`config.mk`:
```
export PLATFORM = sky130hd
export DESIGN_NAME = system_run_sequencer_flat
export DESIGN_NICKNAME = d
export VERILOG_FILES = /design/src/rtl/system_run_sequencer_if.sv /design/src/rtl/system_run_sequencer.sv /design/src/flat_wrapper.sv
export SDC_FILE = /design/constraint.sdc
export NUM_CORES = 1
export LEC_CHECK = 0
export ABC_AREA = 1
export BUFFER_PORTS_ARGS = -buffer_cell sky130_fd_sc_hd__buf_2
export CAP_MARGIN = 5
export CORE_UTILIZATION = 51
export DETAILED_ROUTE_END_ITERATION = 7
export PLACE_DENSITY = 0.95
export SYNTH_ARGS = -nofsm -noshare
export SYNTH_HDL_FRONTEND = slang
export SYNTH_SLANG_ARGS = --single-unit
```
`constraint.sdc`:
```
create_clock -name clock -period 4.3 [get_ports clock]
set_input_delay 0.215 -clock clock [delete_from_list [all_inputs] [get_ports clock]]
set_output_delay 0.215 -clock clock [all_outputs]
set_load 0.02 [all_outputs]
```
`src/rtl/system_run_sequencer_if.sv`:
```
// Control-register port of the run sequencer: one write channel and one read channel,
// each a req/ack handshake.
interface system_run_sequencer_if #(
  parameter int unsigned DATA_WIDTH = 32
);
  logic                  ctrl_write_req;
  logic                  ctrl_write_ack;
  logic [1:0]            ctrl_write_index;
  logic [DATA_WIDTH-1:0] ctrl_write_data;
  logic                  ctrl_read_req;
  logic                  ctrl_read_ack;
  logic [1:0]            ctrl_read_index;
  logic [DATA_WIDTH-1:0] ctrl_read_data;

  modport master (
    output ctrl_write_req, ctrl_write_index, ctrl_write_data,
    input  ctrl_write_ack,
    output ctrl_read_req, ctrl_read_index,
    input  ctrl_read_ack, ctrl_read_data
  );

  modport slave (
    input  ctrl_write_req, ctrl_write_index, ctrl_write_data,
    output ctrl_write_ack,
    input  ctrl_read_req, ctrl_read_index,
    output ctrl_read_ack, ctrl_read_data
  );
endinterface

```
`src/rtl/system_run_sequencer.sv`:
```
// Drives a target through reset, enable, execute, then polls its halted flag and shuts it down.
// Define SYSTEM_RUN_SEQUENCER_TIMEOUT_EN to let timeout_cycles end the POLL phase.
module system_run_sequencer #(
  parameter int unsigned RESET_HOLD_CYCLES = 4,
  parameter int unsigned DATA_WIDTH        = 32
) (
  input  logic                  clock,
  input  logic                  reset,
  input  logic                  start,
  input  logic                  abort,
  input  logic [DATA_WIDTH-1:0] timeout_cycles,
  output logic                  busy,
  output logic                  done,
  output logic                  timed_out,
  output logic                  aborted,
  output logic [DATA_WIDTH-1:0] cycle_count,
  system_run_sequencer_if.master ctrl
);

  localparam logic [1:0] IdxReset   = 2'd0;
  localparam logic [1:0] IdxEnable  = 2'd1;
  localparam logic [1:0] IdxExecute = 2'd2;
  localparam logic [1:0] IdxHalted  = 2'd3;
  localparam logic [7:0] HoldLast   = 8'(RESET_HOLD_CYCLES - 1);

  typedef enum logic [3:0] {
    StIdle, StRstOn, StRstHold, StRstOff, StEnOn, StExeOn, StPoll, StExeOff, StEnOff, StDone
  } state_e;

  state_e                state_q, state_d, wr_next;
  logic [7:0]            hold_q, hold_d;
  logic [DATA_WIDTH-1:0] count_q, count_d, count_inc;
  logic                  abort_pend_q, abort_pend_d;
  logic                  aborted_q, aborted_d;
  logic                  timed_out_q, timed_out_d;
  logic                  wr_req, wr_val, rd_req, abortable, halted, timeout_hit;
  logic [1:0]            wr_index;

  assign count_inc = (count_q == '1) ? count_q : count_q + 1'b1;
  assign halted    = ctrl.ctrl_read_ack & ctrl.ctrl_read_data[0];

`ifdef SYSTEM_RUN_SEQUENCER_TIMEOUT_EN
  assign timeout_hit = (timeout_cycles != '0) && (count_inc >= timeout_cycles);
`else
  logic unused_timeout;
  assign unused_timeout = ^timeout_cycles;
  assign timeout_hit    = 1'b0;
`endif

  logic unused_read_data;
  assign unused_read_data = ^ctrl.ctrl_read_data[DATA_WIDTH-1:1];

  always_comb begin
    state_d      = state_q;
    hold_d       = '0;
    count_d      = count_q;
    abort_pend_d = abort_pend_q;
    aborted_d    = aborted_q;
    timed_out_d  = timed_out_q;
    wr_req       = 1'b0;
    wr_index     = IdxReset;
    wr_val       = 1'b0;
    wr_next      = state_q;
    rd_req       = 1'b0;
    abortable    = 1'b0;

    // Aborts during the bring-up writes wait for the write in flight to be acknowledged.
    if (abort && (state_q inside {StRstOn, StRstHold, StRstOff, StEnOn, StExeOn})) begin
      abort_pend_d = 1'b1;
    end

    unique case (state_q)
      StIdle: begin
        abort_pend_d = 1'b0;
        if (start) begin
          state_d     = StRstOn;
          count_d     = '0;
          aborted_d   = 1'b0;
          timed_out_d = 1'b0;
        end
      end
      StRstOn: begin
        {wr_req, wr_index, wr_val, wr_next, abortable} = {1'b1, IdxReset, 1'b1, StRstHold, 1'b1};
      end
      StRstHold: begin
        if (abort || abort_pend_q) begin
          state_d      = StExeOff;
          aborted_d    = 1'b1;
          abort_pend_d = 1'b0;
        end else if (hold_q == HoldLast) begin
          state_d = StRstOff;
        end else begin
          hold_d = hold_q + 8'd1;
        end
      end
      StRstOff: begin
        {wr_req, wr_index, wr_val, wr_next, abortable} = {1'b1, IdxReset, 1'b0, StEnOn, 1'b1};
      end
      StEnOn: begin
        {wr_req, wr_index, wr_val, wr_next, abortable} = {1'b1, IdxEnable, 1'b1, StExeOn, 1'b1};
      end
      StExeOn: begin
        {wr_req, wr_index, wr_val, wr_next, abortable} = {1'b1, IdxExecute, 1'b1, StPoll, 1'b1};
      end
      StPoll: begin
        rd_req  = 1'b1;
        count_d = count_inc;
        // halted outranks abort, abort outranks timeout
        if (halted) begin
          state_d = StExeOff;
        end else if (abort) begin
          state_d   = StExeOff;
          aborted_d = 1'b1;
        end else if (timeout_hit) begin
          state_d     = StExeOff;
          timed_out_d = 1'b1;
        end
      end
      StExeOff: begin
        {wr_req, wr_index, wr_val, wr_next} = {1'b1, IdxExecute, 1'b0, StEnOff};
      end
      StEnOff: begin
        {wr_req, wr_index, wr_val, wr_next} = {1'b1, IdxEnable, 1'b0, StDone};
      end
      StDone:  state_d = StIdle;
      default: state_d = StIdle;
    endcase

    if (wr_req && ctrl.ctrl_write_ack) begin
      if (abortable && (abort || abort_pend_q)) begin
        state_d      = StExeOff;
        aborted_d    = 1'b1;
        abort_pend_d = 1'b0;
      end else begin
        state_d = wr_next;
      end
    end
  end

  always_ff @(posedge clock) begin
    if (reset) begin
      state_q      <= StIdle;
      hold_q       <= '0;
      count_q      <= '0;
      abort_pend_q <= 1'b0;
      aborted_q    <= 1'b0;
      timed_out_q  <= 1'b0;
    end else begin
      state_q      <= state_d;
      hold_q       <= hold_d;
      count_q      <= count_d;
      abort_pend_q <= abort_pend_d;
      aborted_q    <= aborted_d;
      timed_out_q  <= timed_out_d;
    end
  end

  assign busy        = (state_q != StIdle);
  assign done        = (state_q == StDone);
  assign aborted     = aborted_q;
  assign timed_out   = timed_out_q;
  assign cycle_count = count_q;

  assign ctrl.ctrl_write_req   = wr_req;
  assign ctrl.ctrl_write_index = wr_index;
  assign ctrl.ctrl_write_data  = {{(DATA_WIDTH-1){1'b0}}, wr_val};
  assign ctrl.ctrl_read_req    = rd_req;
  assign ctrl.ctrl_read_index  = IdxHalted;

endmodule

```
`src/flat_wrapper.sv`:
```
// flat-port wrapper written by rule: the top's interface ports become plain ports
module system_run_sequencer_flat 
#(
  parameter int unsigned RESET_HOLD_CYCLES = 4,
  parameter int unsigned DATA_WIDTH        = 32
)
  (clock, reset, start, abort, timeout_cycles, busy, done, timed_out, aborted, cycle_count, ctrl_ctrl_write_req, ctrl_ctrl_write_index, ctrl_ctrl_write_data, ctrl_ctrl_write_ack, ctrl_ctrl_read_req, ctrl_ctrl_read_index, ctrl_ctrl_read_ack, ctrl_ctrl_read_data);
  system_run_sequencer_if #(.DATA_WIDTH(DATA_WIDTH)) ctrl_i ();
  input  logic clock;
  input  logic reset;
  input  logic start;
  input  logic abort;
  input  logic [DATA_WIDTH-1:0] timeout_cycles;
  output logic busy;
  output logic done;
  output logic timed_out;
  output logic aborted;
  output logic [DATA_WIDTH-1:0] cycle_count;
  output wire logic [$bits(ctrl_i.ctrl_write_req)-1:0] ctrl_ctrl_write_req;
  output wire logic [$bits(ctrl_i.ctrl_write_index)-1:0] ctrl_ctrl_write_index;
  output wire logic [$bits(ctrl_i.ctrl_write_data)-1:0] ctrl_ctrl_write_data;
  input wire logic [$bits(ctrl_i.ctrl_write_ack)-1:0] ctrl_ctrl_write_ack;
  output wire logic [$bits(ctrl_i.ctrl_read_req)-1:0] ctrl_ctrl_read_req;
  output wire logic [$bits(ctrl_i.ctrl_read_index)-1:0] ctrl_ctrl_read_index;
  input wire logic [$bits(ctrl_i.ctrl_read_ack)-1:0] ctrl_ctrl_read_ack;
  input wire logic [$bits(ctrl_i.ctrl_read_data)-1:0] ctrl_ctrl_read_data;
  assign ctrl_ctrl_write_req = ctrl_i.ctrl_write_req;
  assign ctrl_ctrl_write_index = ctrl_i.ctrl_write_index;
  assign ctrl_ctrl_write_data = ctrl_i.ctrl_write_data;
  assign ctrl_i.ctrl_write_ack = ctrl_ctrl_write_ack;
  assign ctrl_ctrl_read_req = ctrl_i.ctrl_read_req;
  assign ctrl_ctrl_read_index = ctrl_i.ctrl_read_index;
  assign ctrl_i.ctrl_read_ack = ctrl_ctrl_read_ack;
  assign ctrl_i.ctrl_read_data = ctrl_ctrl_read_data;
  system_run_sequencer #(.RESET_HOLD_CYCLES(RESET_HOLD_CYCLES), .DATA_WIDTH(DATA_WIDTH)) u_core (.clock(clock), .reset(reset), .start(start), .abort(abort), .timeout_cycles(timeout_cycles), .busy(busy), .done(done), .timed_out(timed_out), .aborted(aborted), .cycle_count(cycle_count), .ctrl(ctrl_i));
endmodule
```
## Word-level counts from Yosys, hierarchy flattened

Cells that the tools add are included.

- Flip-flop bits (word level): 46
- Input bits: 70
- Output and inout port bits: 74

- Add/subtract/negate cells: 2
- Equality and inequality tests: 18
- Muxes and demuxes: 29
- Bitwise logic cells: 2
- Reductions and logical operators: 16

Operators with widths:

| kind | count |
|---|---|
| 32-bit two-way mux | 2 |
| 32-bit one-hot mux with 2 select lines | 1 |
| 32-bit by 1-bit adder with 32-bit output, second input constant | 1 |
| 32-bit == test, second input constant | 1 |
| 4-bit two-way mux | 7 |
| 4-bit one-hot mux with 6 select lines | 1 |
| 4-bit by 3-bit == test with 1-bit output, second input constant | 4 |
| 4-bit one-hot mux with 4 select lines | 1 |
| 1-bit two-way mux | 14 |
| 8-bit by 1-bit adder with 8-bit output, second input constant | 1 |
| 4-bit by 2-bit == test with 1-bit output, second input constant | 2 |
| 4-bit == test, second input constant | 2 |
| 8-bit by 2-bit == test with 1-bit output, second input constant | 1 |
| 8-bit by 4-bit != test with 1-bit output, second input constant | 1 |
| 4-bit OR reduction | 2 |
| 6-bit OR reduction | 1 |
| 5-bit AND reduction | 1 |
| 5-bit nonzero test | 1 |
| 4-bit by 1-bit == test with 1-bit output, second input constant | 1 |
| 4-bit zero test | 1 |
| 2-bit != test, second input constant | 2 |
| 4-bit by 2-bit != test with 1-bit output, second input constant | 1 |
| 4-bit != test, second input constant | 1 |
| 2-bit one-hot mux with 2 select lines | 1 |
| other kinds (13) | 16 |

## Longest topological paths before layout

Gate-level depths: netlist of run 1.

- Depth after elaboration: 8
- Gate-level depth with buffers: 13
- Mapped depth without buffers: 12

## Worst setup path after synthesis of run 1

Ideal clock, no wire load.

- Path type: reg2reg
- Start point: register u_core.count_q[0], in the netlist u_core.cycle_count[0]
- End point: register u_core.count_q[28], in the netlist u_core.cycle_count[28]
- Arrival time: 1820 ps
- Data required time: 4231 ps
- Slack: 2410 ps
- Cell stages (with the launch flop): 11
- Buffers on the path: 1
- Cells stage by stage: dfxtp_1 > ha_1 > inv_2 > nor2_4 > nand2_4 > nor2_4 > nand2_2 > a21oi_4 > buf_6 > nand2_2 > a21oi_2

- Longest elaborated chain between the ends: 3

Ends and longest elaborated chain:

| element | RTL line | text |
|---|---|---|
| start, declared | system_run_sequencer.sv:32 | `logic [DATA_WIDTH-1:0] count_q, count_d, count_inc;` |
| start signal, assigned | system_run_sequencer.sv:151 | `count_q <= count_d;` |
| 32-bit by 1-bit adder with 32-bit output / 32-bit == test (equally long branches) | system_run_sequencer.sv:39 | `assign count_inc = (count_q == '1) ? count_q : count_q + 1'b1;` |
| 32-bit two-way mux / 2-bit != test (equally long branches) | -- |  |
| 32-bit one-hot mux with 2 select lines / 3-bit AND reduction (equally long branches) | -- |  |

Parallel ways exist; a longest one is shown, timed or not. The select of a mux whose other input is x is not followed.
A chain may end at the register's enable or synchronous reset.

## Worst setup path in the final report of run 1

- Start point: register u_core.count_q[0], in the netlist u_core.cycle_count[0]
- End point: register u_core.count_q[1], in the netlist u_core.cycle_count[1]

Same word-level chain as after synthesis.

==> results of run 1 <==
-- critical path, cell delays in order (launching register included) --
cell     delay, ps
dfxtp_1        420
ha_1           330
inv_2           90
nor2_4         190
nand2_4         90
nor2_4         130
nand2_2         90
nand2_1         80
nand2_2        340
o21ai_0        310
nor2_1          70
-- per-layer routing --
layer | GRT usage (%) | wire length (um) | up-vias
li1 | - | - | 1635
met4 | 10.0 | 171 | 0
met5 | 0 | 0 | -
met1 | 28.3 | 3110 | 1465
met2 | 42.5 | 3610 | 156
met3 | 4.77 | 614 | 19
-- power breakdown --
part	total (mW)	switching [mW]	internal (mW)
logic	0.505	0.378	0.127
registers	0.481	0.0292	0.452
clock network	0.287	0.169	0.118
total	1.27	0.576	0.697
-- logic make-up after synthesis --
kind of cell	count (synthesis)	share of synthesized area (%)
buffers and inverters	91	15.5
other	2	0.238
AND/OR/NAND/NOR	324	43.2
adder cells (fa/ha/maj)	2	0.792
flip-flops	46	29.2
XOR/XNOR	7	1.94
AO/OA/AOI/OAI	46	9.19
-- synth_stat cells --
| master | number |
|---|---|
| inv_1 | 44 |
| buf_2 | 4 |
| nor3_1 | 11 |
| nor2_2 | 3 |
| clkbuf_1 | 3 |
| nand2_4 | 1 |
| a21oi_4 | 1 |
| o21bai_1 | 1 |
| o22ai_1 | 1 |
| ha_1 | 2 |
| dfxtp_1 | 46 |
| or2_2 | 4 |
| nand3_1 | 42 |
| buf_6 | 1 |
| a21o_2 | 1 |
| nand2_1 | 138 |
| nor2_1 | 107 |
| inv_2 | 3 |
| a21oi_2 | 9 |
| buf_4 | 36 |
| o21ai_0 | 6 |
| conb_1 | 2 |
| xor2_1 | 7 |
| a21oi_1 | 24 |
| nor2_4 | 2 |
| nand4_1 | 2 |
| a21o_1 | 3 |
| nor3b_1 | 1 |
| nand2_2 | 13 |
-- flip-flops by register name, indices dropped and copies added (netlist names) --
register	flops
u_core.cycle_count	32
u_core.abort_pend_q	1
u_core.hold_q	8
u_core.aborted	1
u_core.state_q	4
-- path summary, 6_finish.rpt --
check | end
worst max-delay path | u_core.cycle_count[1]$_SDFFE_PP0P_
worst max register to register | u_core.cycle_count[1]$_SDFFE_PP0P_
worst min-delay path | u_core.state_q[3]$_SDFFE_PP0P_
worst min register to register | u_core.hold_q[0]$_SDFF_PP0_
-- layout make-up --
| type | instances | area, um2 | share of cell area [%] |
|---|---|---|---|
| timing repair buffer | 46 | 230 | 6.80 |
| sequential | 46 | 921 | 27.2 |
| multi-input combinational | 413 | 1870 | 55.2 |
| clock inverter | 3 | 25.0 | 0.740 |
| tap | 75 | 93.8 | 2.77 |
| inverter | 47 | 176 | 5.21 |
| clock buffer | 5 | 68.8 | 2.03 |
==> impl_metrics.yaml, run 1 <==
flow_run:
  maxCapViolations: 0
pwr:
  powerDensity_mw_per_mm2: 376
  p_leak_nw: 1.46
  peakVddDrop_v: 0.000286
  finalPower_mw: 1.27
die:
  die_y_um: 80.7
  die_w_um: 80.7
  initial_core_util_pct: 53.0
  ios: 144
  rows: 28
  core_mm2: 0.00596
  dieArea_mm2: 0.00651
placed_design:
  post-place-ws_ps: 2090
  dpl_cell_area_mm2: 0.00329
  io_buffers: 46
  detailed_place_hpwl_mm: 5.69
  placed_cells: 627
  gp_congestion: 0.979
routing:
  via_per_inst: 5.16
  drt-initial-drc-count: 177
  drt-total-wl_mm: 7.51
  drtPass1Iterations: 5
  drtAntennaViolNets: 0
  num_vias: 3275
  drcViolationCount: 0
  wl_per_cell_um: 11.8
synthesis:
  synthesis.area_mm2: 0.00316
  netlist_instances: 518
  syn_area_per_cell_um2: 6.10
  synth_area_leader_cell: "dfxtp_1"
  synth_cell_types: 29
  synth_seq_cells: 46
  ys_warn_count: 0
  ys_seq_area_share_pct: 29.2
  synth_top_area_share_pct: 29.2
  yosys-top-cells-area: "dfxtp_1 29%, nand2_1 16%, nor2_1 13%"
final_layout:
  final_cells: 635
  layout.nets: 631
  final_common_cell: "nand2_1"
  layout-drive-gt1-share_pct: 16.3
  area_delta_synth_final_pct: 7.13
  diodes: 0
  final_util_pct: 56.8
  layout_common_cells: "138 x nand2_1, 107 x nor2_1, 46 x buf_2, 46 x dfxtp_1, 44 x inv_1"
  design_area_mm2: 0.00338
  fillers: 584
clock_tree:
  h-tree-depth: 2
  clkLatencyLatePin_ps: 320
  post_cts_buffers: 0
  tritoncts: "done"
  numCtsBuffers: 5
  postCtsHoldBufs: 0
  ctsResizeCount: 0
  clk_pin_slew_ps: 100
  clk_path_buf_depth: 2
  root_buffer: "clkbuf_8"
  cts.sinks: 46
sta:
  rsz0062_at_grt: "false"
  setup_violations: 0
  slew_headroom_pct: 60.6
  period_share_pct: 52.3
  clock.fmax_ghz: 0.445
  hold_viol_final: 0
  tns_ps: 0
  skew_ps: 14.8
  whs_ps: 217
  worst_pin_slew_ps: 590
  fin_ws_ps: 2050
  finalMaxSlewViolations: 0
  min_period_ps: 2250
global_routing:
  grt_max_degree: 33
  antenna_found_initial: 0
  grt_pass1_vias: 2913
  grt_remaining_overflow: 0
  track_usage_pct: 24.2
  grt_pass1_wl_mm: 12.4
critical_path:
  worstSetupStartpoint: "u_core.cycle_count[0]$_SDFFE_PP0P_"
  cp.arrival_ps: 2470
  reg2reg_slack_ps: 2050
  r2r-start: "u_core.cycle_count[0]$_SDFFE_PP0P_"
  worstRegToRegCells: 10
  endpoint_kind: "flop"
  required_ps: 4520
  worstPathMaxFanout: 32
  worstSetupPathType: "reg -> reg"
  start_kind: "flop"
outcome:
  status: "completed"
min_path:
  min_path_type: "in -> reg"
  min_path_cells: 3
  min_from: "ctrl_ctrl_write_ack"
No activity file was read; power rests on OpenSTA's default activity.
==> run 2: changes to the inputs <==
- CORE_UTILIZATION: 51 -> 43
- PLACE_DENSITY: 0.95 -> 0.89
- clock period: 4.3 -> 1.8 ns (I/O delays scaled with it)
==> run 2 against run 1 <==
  * Worst setup slack got worse by 1900 ps
  * Highest routed layer unchanged
  * Sequential share of layout area fell by 1.8 points
  * Worst hold slack got worse by 100 ps
  * Largest cell class unchanged
  * Die area rose by 18%
==> impl_metrics.yaml, run 2 (same netlist as run 1, synthesis figures left out) <==
outcome:
  status: "completed"
critical_path:
  worstRegToRegCells: 12
  worstSetupPathType: "reg -> reg"
  r2r-start: "u_core.cycle_count[13]$_SDFFE_PP0P_"
  r2r-end: "u_core.cycle_count[4]$_SDFFE_PP0P_"
  required_ps: 2010
  worstPathMaxFanout: 32
  cp.arrival_ps: 1880
  endpoint_kind: "flop"
  reg2reg_slack_ps: 130
  start_kind: "flop"
routing:
  drt-initial-drc-count: 165
  wl_per_cell_um: 11.7
  drcViolationCount: 0
  drtAntennaViolNets: 0
  drt-total-wl_mm: 7.99
  num_vias: 3384
  drtPass1Iterations: 6
  via_per_inst: 4.97
clock_tree:
  h-tree-depth: 2
  cts.sinks: 46
  numCtsBuffers: 5
  tritoncts: "done"
  root_buffer: "clkbuf_8"
  clk_pin_slew_ps: 90
  postCtsHoldBufs: 0
  clk_path_buf_depth: 2
  clkLatencyLatePin_ps: 310
sta:
  clock.fmax_ghz: 0.598
  hold_viol_final: 0
  setup_violations: 0
  period_share_pct: 92.9
  tns_ps: 0
  finalMaxSlewViolations: 0
  skew_ps: 9.04
  min_period_ps: 1670
  fin_ws_ps: 128
pwr:
  p_leak_nw: 1.62
  powerDensity_mw_per_mm2: 908
  peakVddDrop_v: 0.000336
final_layout:
  final_common_cell: "nand2_1"
  layout.nets: 656
  design_area_mm2: 0.00367
  final_util_pct: 52.9
  layout_common_cells: "135 x nand2_1, 103 x nor2_1, 46 x buf_2"
  fillers: 704
  layout-drive-gt1-share_pct: 22.2
  diodes: 0
  final_cells: 681
  area_delta_synth_final_pct: 16.2
  largest_reg_flops: 32
min_path:
  min_path_cells: 3
  min_to: "u_core.state_q[3]$_SDFFE_PP0P_"
  min_path_type: "in -> reg"
  min_from: "ctrl_ctrl_write_ack"
placed_design:
  post-place-ws_ps: 75.6
  placed_cells: 672
  dpl_cell_area_mm2: 0.00353
  gp_congestion: 0.967
  io_buffers: 46
  detailed_place_hpwl_mm: 6.13
die:
  initial_core_util_pct: 45.5
  ios: 144
  core_mm2: 0.00694
  rows: 30
  die_w_um: 87.7
  die_y_um: 87.7
  dieArea_mm2: 0.00769
global_routing:
  grt_pass1_vias: 2981
  track_usage_pct: 22.1
  antenna_found_initial: 0
  grt_pass1_wl_mm: 13.3
  grt_max_degree: 33
  grt_remaining_overflow: 0
flow_run:
  maxCapViolations: 0
run 2: cell count changes in the layout (fill, tap and decap cells not counted), sizes merged:
cell      delta
inv          -1
buf         +25
clkinvlp     -1
bufinv       +1
clkinv       -1
clkbuf       +2
run 2: what timing repair did:
item,4_1_cts,5_1_grt
resized for setup,0,15
endpoints found under the setup margin,0,18
setup buffers,0,1
run 2: metal layers:
layer  share of wire [%]  global-route usage (%)  up-vias  wire length, um
met5                   0                       0        -                0
met4                 2.9                    10.3        0              229
met3                 6.8                    4.15       23              541
met2                  47                    37.6      143             3720
met1                  44                    27.0     1541             3490
li1                    -                       -     1677                -
run 2: area by class of cell:
type | count | area, um2 | area share, %
Multi-Input combinational cell | 413 | 1890 | 51.6
Sequential cell | 46 | 932 | 25.4
Inverter | 47 | 176 | 4.81
Tap cell | 96 | 120 | 3.27
Clock buffer | 7 | 76.3 | 2.08
Clock inverter | 1 | 30.0 | 0.818
Timing Repair Buffer | 71 | 443 | 12.1
run 2: power by group:
part / internal, mW / switching (mW)
registers: 1.09 / 0.0670
logic: 0.448 / 0.958
clock network: 0.416 / 0.359
total: 1.95 / 1.38
run 2: how the worst max path moves through the flow:
stage / from / end / depth (start not counted)
after detailed placement: u_core.cycle_count[1]$_SDFFE_PP0P_ / u_core.cycle_count[24]$_SDFFE_PP0P_ / 13
after CTS: u_core.state_q[1]$_SDFFE_PP0P_ / ctrl_ctrl_read_req / 6
after global placement: u_core.cycle_count[1]$_SDFFE_PP0P_ / u_core.cycle_count[4]$_SDFFE_PP0P_ / 13
final: u_core.cycle_count[13]$_SDFFE_PP0P_ / u_core.cycle_count[4]$_SDFFE_PP0P_ / 12
after global routing: u_core.cycle_count[24]$_SDFFE_PP0P_ / u_core.cycle_count[24]$_SDFFE_PP0P_ / 12
after floorplan: u_core.cycle_count[0]$_SDFFE_PP0P_ / u_core.cycle_count[28]$_SDFFE_PP0P_ / 10
run 2: stage by stage:
step	hold WS, ps	power, mW
floorplan	251	2.23
global placement	428	2.52
detailed placement	413	2.54
CTS	107	3.30
global route	123	3.56
finish	113	3.33
run 2: critical path, cell delays in order, from the launching register on:
cell	delay (ps)
dfxtp_1	390
nand2_1	120
nor2_1	200
nand2_2	100
nor2_4	120
nand2_2	90
nand2_1	80
nand2_2	60
buf_12	170
nand2_1	90
nand2_1	50
nand2_1	50
nor2_1	40
